==> config.mk <==
export PLATFORM = sky130hd
export DESIGN_NAME = irq_pending_latch
export DESIGN_NICKNAME = d
export VERILOG_FILES = /design/src/rtl/irq_pending_latch.sv
export SDC_FILE = /design/constraint.sdc
export NUM_CORES = 1
export LEC_CHECK = 0
export CELL_PAD_IN_SITES_DETAIL_PLACEMENT = 0
export CELL_PAD_IN_SITES_GLOBAL_PLACEMENT = 1
export CORE_MARGIN = 2
export CORE_UTILIZATION = 31
export CTS_CLUSTER_DIAMETER = 50
export DETAILED_ROUTE_END_ITERATION = 7
export PLACE_DENSITY_LB_ADDON = 0.05
export SLEW_MARGIN = 20
export SYNTH_ARGS = -nofsm -noshare
export SYNTH_HDL_FRONTEND = slang
export SYNTH_SLANG_ARGS = --single-unit
==> constraint.sdc <==
create_clock -name clk -period 2.2 [get_ports clk]
set_input_delay 0.33 -clock clk [delete_from_list [all_inputs] [get_ports clk]]
set_output_delay 0.33 -clock clk [all_outputs]
set_load 0.005 [all_outputs]
==> src/rtl/irq_pending_latch.sv <==
// Sticky, maskable interrupt pending latch feeding the priority encoder.
// Define IRQ_SYNC_EN to pass req through a 2-flop synchronizer before edge detection.
module irq_pending_latch #(
  parameter int N  = 4,
  parameter int IW = 2
) (
  input  logic          clk,
  input  logic          rst,
  input  logic [N-1:0]  req,
  input  logic          mask_we,
  input  logic [N-1:0]  mask_in,
  input  logic          ack,
  input  logic [IW-1:0] ack_idx,
  output logic [N-1:0]  pend,
  output logic          irq,
  output logic [N-1:0]  overflow,
  output logic [N-1:0]  pend_raw
);

  logic [N-1:0] sync_req;
  logic [N-1:0] req_q;
  logic [N-1:0] pend_q;
  logic [N-1:0] mask_q;
  logic [N-1:0] ovf_q;
  logic [N-1:0] rise;
  logic [N-1:0] clr;

`ifdef IRQ_SYNC_EN
  logic [N-1:0] sync1_q;
  logic [N-1:0] sync2_q;

  always_ff @(posedge clk) begin
    if (rst) begin
      sync1_q <= '0;
      sync2_q <= '0;
    end else begin
      sync1_q <= req;
      sync2_q <= sync1_q;
    end
  end

  assign sync_req = sync2_q;
`else
  assign sync_req = req;
`endif

  // Index values >= N never match a loop index, so out-of-range acks fall away.
  always_comb begin
    clr = '0;
    for (int unsigned i = 0; i < N; i++) begin
      clr[i] = ack && (ack_idx == IW'(i));
    end
  end

  assign rise = sync_req & ~req_q;

  always_ff @(posedge clk) begin
    if (rst) begin
      req_q  <= '0;
      pend_q <= '0;
      mask_q <= '0;
      ovf_q  <= '0;
    end else begin
      req_q  <= sync_req;
      // A new edge outranks a same-cycle acknowledge.
      pend_q <= rise | (pend_q & ~clr);
      ovf_q  <= (rise & pend_q & ~clr) | (ovf_q & ~(clr & ~rise));
      if (mask_we) begin
        mask_q <= mask_in;
      end
    end
  end

  assign pend     = pend_q & ~mask_q;
  assign irq      = |pend;
  assign overflow = ovf_q;
  assign pend_raw = pend_q;

endmodule

==> results.yml, run 1 <==
status:
  status: "completed"
clocking:
  post_cts_buffers: 0
  insertion_delay_ps: 270
  cts_tree: "yes"
  cts_sinks: 16
  cts_buffers: 3
  clk_pin_slew_ps: 80
  cts_resized: 0
  hold_buffers: 0
  htreeDepth: 1
  cts_buffer_depth: 2
  cts-root-buf: "clkbuf_4"
yosys:
  synth-seq-cells: 16
  yosys_warnings: 0
  synth_simple_gate_area_share: 0.308
  synth.mux.area_fraction: 0.0632
  syn_inst: 66
  synth_top_family_by_area: "simple AND/OR/NAND/NOR gates"
  netlist_area_um2: 633
  synth_xor_area_frac: 0
  synth_nets: 80
  synth_seq_area_share: 0.506
  synth_area_per_cell_um2: 9.59
  synthAdderAreaFrac: 0
  synth-compound-area-share: 0.111
  yosysUniqueCellTypes: 17
worst_hold_path:
  min_path_type: "flip-flop to flip-flop"
timing:
  fin_crit_ps: 2040
  drv_slew: 0
  whs_ps: 468
  setup_tns_ps: 0
  hold_viol: 0
  max-slew-margin-rel: 0.612
  tightest_slew_ps: 580
  setup_viol: 0
  finalCritPeriodShare: 0.927
  max_freq_mhz: 490
  skew_ps: 0.332
  rsz0062_at_grt: "no"
routing:
  drc_errors: 0
  via_per_inst: 4.57
  vias: 548
  wl_mm: 1.25
  post_drt_wl_per_cell_um: 10.4
  dr.pass1.iters: 4
  ant_nets: 0
  first_iter_violations: 5
placed_design:
  gp_congestion: 0.674
  dpl.hpwl_um: 960
  io_buffers: 26
global_route:
  antenna_found_initial: 0
  grt_max_degree: 17
  grt_pass1_wl_mm: 2.08
  track_usage: 0.113
  grt_pass1_vias: 475
  grt_overflow: 0
critical_path:
  reg2reg_depth: 3
  r2r_slack_ps: 1340
  crit_required_ps: 1870
  cp-start-kind: "flip-flop"
  endpoint: "irq"
  startpoint: "pend_raw[0]"
  critPathArrivalTime_ps: 1710
  worstReg2RegEnd: "overflow[1]"
  crit_type: "flip-flop to output port"
  r2r-start: "req_q[1]"
  cp-end-kind: "output port"
  worstPathMaxFanout: 4
finish:
  n_antenna_cell: 0
  syn_to_final_growth_pct: 48.8
  nets: 109
  drive_gt1_frac: 0.0753
  num-fill-cells: 213
floorplan:
  die-width_um: 49.2
  top_level_ports: 27
  die_y_um: 49.2
  core-area_um2: 1940
  rows: 16
  dieArea_um2: 2420
  start_util: 0.326
run:
  maxCapViolations: 0
power:
  ir_drop_v: 0.000362
  p_leak_uw: 0.000352
  p_per_area_nw_per_um2: 612
cells in the final DEF (no fill, tap or decap):
cell type and n:
mux2i_1 4, nand3_1 3, nand3b_1 2, nor4_2 1
nor3_1 1, o211ai_1 1, nor2b_4 2, a21oi_1 8
dfxtp_1 16, o31ai_1 1, nand2b_1 2, nor2b_1 10
nand2_1 1, clkbuf_4 3, nor2_1 8, o21ai_1 3
or4_4 1, clkdlybuf4s50_1 26
metrics by stage:
step	cells	instance area (um^2)	util	total power (uW)	worst slack, ps
3_5_place_dp	117	920	0.474	440	459
2_1_floorplan	66	633	-	371	902
5_1_grt	120	942	0.485	619	93.9
4_1_cts	120	942	0.485	590	139
6_report	120	942	0.485	577	161
3_3_place_gp	117	920	0.474	440	468
synthesized netlist by cell type:
| cell | number | area, um^2 |
|---|---|---|
| dfxtp_1 | 16 | 320 |
| nor2b_1 | 10 | 62.6 |
| a21oi_1 | 8 | 40.0 |
| nor2_1 | 8 | 30.0 |
| mux2i_1 | 4 | 40.0 |
| nand3_1 | 3 | 15.0 |
| o21ai_1 | 3 | 15.0 |
| clkbuf_1 | 2 | 7.51 |
| nand2b_1 | 2 | 12.5 |
| nand3b_1 | 2 | 15.0 |
| nor2b_4 | 2 | 27.5 |
| nand2_1 | 1 | 3.75 |
| nor3_1 | 1 | 5.00 |
| nor4_2 | 1 | 12.5 |
| o211ai_1 | 1 | 7.51 |
| o31ai_1 | 1 | 7.51 |
| or4_4 | 1 | 11.3 |
logic make-up after synthesis:
kind of cell | after synthesis
flops | 16
mux | 4
buf+inv | 2
simple gates | 31
compound gates | 13
sequential cells by signal (all words and copies together), names as in the netlist:
name      flops
mask_q        4
req_q         4
overflow      4
pend_raw      4
report_power, final:
| part | total, uW | internal, uW | switching [uW] |
|---|---|---|---|
| sequential | 318 | 307 | 11.4 |
| combinational | 114 | 74.3 | 39.4 |
| clock | 145 | 63.3 | 81.5 |
| total | 577 | 445 | 132 |
worst min-delay path by stage:
stage / slack [ps] / from / to / depth (start not counted)
finish: 470 / overflow[0] / overflow[0] / 2
global route: 510 / overflow[0] / overflow[0] / 2
CTS: 480 / overflow[0] / overflow[0] / 2
detailed placement: 470 / overflow[0] / overflow[0] / 2
global placement: 450 / overflow[0] / overflow[0] / 2
floorplan: 400 / rst / overflow[3] / 1
layer usage:
metal  vias to the layer above  share of wire  global-route usage  wire length, um
met5                         -              0                   0                0
met4                         0          0.012              0.0714               15
met3                         2          0.080              0.0429              100
met2                        20           0.42               0.149              527
met1                       242           0.48               0.154              604
li1                        284              -                   -                -
worst max-delay path, cell delays in order (launching register included):
cell             delay, ps
dfxtp_1                340
nor2b_4                130
or4_4                  510
clkdlybuf4s50_1        450
cell type report:
cell class,count,area (um^2),area share
clock buffers,3,22.5,0.0239
flip-flops and latches,16,320,0.340
repair buffers,26,260,0.276
well taps,27,33.8,0.0359
multi-input cells,48,305,0.324
Note: power is estimated with default switching activity, not from simulation.
==> run 2, diff against run 1 <==
--- a/config.mk
+++ b/config.mk
@@ -12,6 +12,7 @@
 export CTS_CLUSTER_DIAMETER = 50
 export DETAILED_ROUTE_END_ITERATION = 7
 export PLACE_DENSITY_LB_ADDON = 0.05
+export REMOVE_ABC_BUFFERS = 1
 export SLEW_MARGIN = 20
 export SYNTH_ARGS = -nofsm -noshare
 export SYNTH_HDL_FRONTEND = slang
==> run 2 against run 1 <==
Net effect: count of clock-buffer cells in the layout grew 1; worst setup slack worse by 12 ps; routed wire length is 0.40% lower.
==> results.yml, run 2 (synthesis gave the netlist of run 1 again) <==
clocking:
  clk_pin_slew_ps: 90
  cts_resized: 0
  insertion_delay_ps: 280
  hold_buffers: 0
  post_cts_buffers: 0
  cts-root-buf: "clkbuf_4"
  cts_tree: "yes"
  cts_buffer_depth: 2
  cts_buffers: 3
  cts_sinks: 16
  htreeDepth: 1
finish:
  multiInputGateArea_um2: 305
  final_common_cell: "clkdlybuf4s50_1"
  syn_to_final_growth_pct: 51.0
  seq_area_um2: 320
  nets: 109
  num-fill-cells: 202
  design_area_um2: 956
  drive_gt1_frac: 0.0851
  n_antenna_cell: 0
  finalNonFillerCells: 121
  layout_common_cells: "clkdlybuf4s50_1 (26), dfxtp_1 (16), nor2b_1 (10)"
power:
  pwr-share-clk: 0.306
  ir_drop_v: 0.000406
  intPower_uw: 482
  p_per_area_nw_per_um2: 651
  switching_share: 0.225
  p_switching_uw: 140
  pwr-share-seq: 0.512
  pwr-share-comb: 0.182
  p_leak_uw: 0.000359
placed_design:
  place_area_um2: 920
  post-place-ws_ps: 455
  dp.cells: 117
  dpl.hpwl_um: 979
  io_buffers: 26
  gp_congestion: 0.664
global_route:
  grt_pass1_vias: 507
  grt_overflow: 0
  track_usage: 0.118
  grt_pass1_wl_mm: 2.15
  antenna_found_initial: 0
  grt_max_degree: 17
timing:
  skew_ps: 0.440
  finalCritPeriodShare: 0.932
  fin_ws_ps: 149
  hold_viol: 0
  drv_slew: 0
  max-slew-margin-rel: 0.604
  setup_viol: 0
  max_freq_mhz: 488
  setup_tns_ps: 0
  rsz0062_at_grt: "no"
  tightest_slew_ps: 593
  fin_crit_ps: 2050
critical_path:
  worstPathMaxFanout: 4
  cp-start-kind: "flip-flop"
  cp-end-kind: "output port"
  crit_required_ps: 1870
  critPathArrivalTime_ps: 1720
  crit_type: "flip-flop to output port"
floorplan:
  top_level_ports: 27
  rows: 16
  core-area_um2: 1940
  die-width_um: 49.2
  die_y_um: 49.2
  start_util: 0.326
  dieArea_um2: 2420
routing:
  post_drt_wl_per_cell_um: 10.3
  ant_nets: 0
  dr.pass1.iters: 3
  wl_mm: 1.24
  drc_errors: 0
  vias: 540
  first_iter_violations: 3
  via_per_inst: 4.46
run:
  maxCapViolations: 0
status:
  status: "completed"
worst_hold_path:
  min_path_type: "flip-flop to flip-flop"
==> run 2: cell types whose count changed in the layout (fill, tap and decap cells not counted) <==
cell,previous run,this run
clkbuf_8,0,1
==> run 2: routing by layer <==
layer  GRT usage  up-vias  wire length [um]
met2       0.180       13               613
met4      0.0286        0                 0
met5           0        -                 0
met1       0.147      242               568
met3      0.0583        0                61
li1            -      285                 -
==> run 2: final timing paths <==
check        depth (start not counted)        start  slack, ps     endpoint
max                                  3  pend_raw[0]        150          irq
min                                  2  overflow[0]        470  overflow[0]
max reg2reg                          3     req_q[1]       1350  overflow[1]
min reg2reg                          2  overflow[0]        470  overflow[0]
==> run 2: worst max-delay path, cell delays in order, from the launching register on <==
cell             delay [ps]
dfxtp_1                 340
nor2b_4                 130
or4_4                   520
clkdlybuf4s50_1         450
==> run 2: layout make-up <==
type | instances | area share
Clock buffer | 4 | 0.0380
Multi-Input combinational cell | 48 | 0.319
Sequential cell | 16 | 0.335
Tap cell | 27 | 0.0353
Timing Repair Buffer | 26 | 0.272
==> run 2: power groups by stage <==
stage / combinational (uW) / clock, uW / sequential [uW]
6_report: 113 / 190 / 318
5_1_grt: 125 / 211 / 321
4_1_cts: 116 / 200 / 319
3_5_place_dp: 115 / 0 / 325
3_3_place_gp: 115 / 0 / 325
2_1_floorplan: 43.0 / 0 / 324
==> run 2: per-stage QoR <==
| stage | total power (uW) | hold slack [ps] | utilization |
|---|---|---|---|
| floorplan | 367 | 399 | - |
| global placement | 440 | 454 | 0.474 |
| detailed placement | 441 | 464 | 0.474 |
| CTS | 634 | 478 | 0.492 |
| global route | 657 | 503 | 0.492 |
| finish | 622 | 471 | 0.492 |
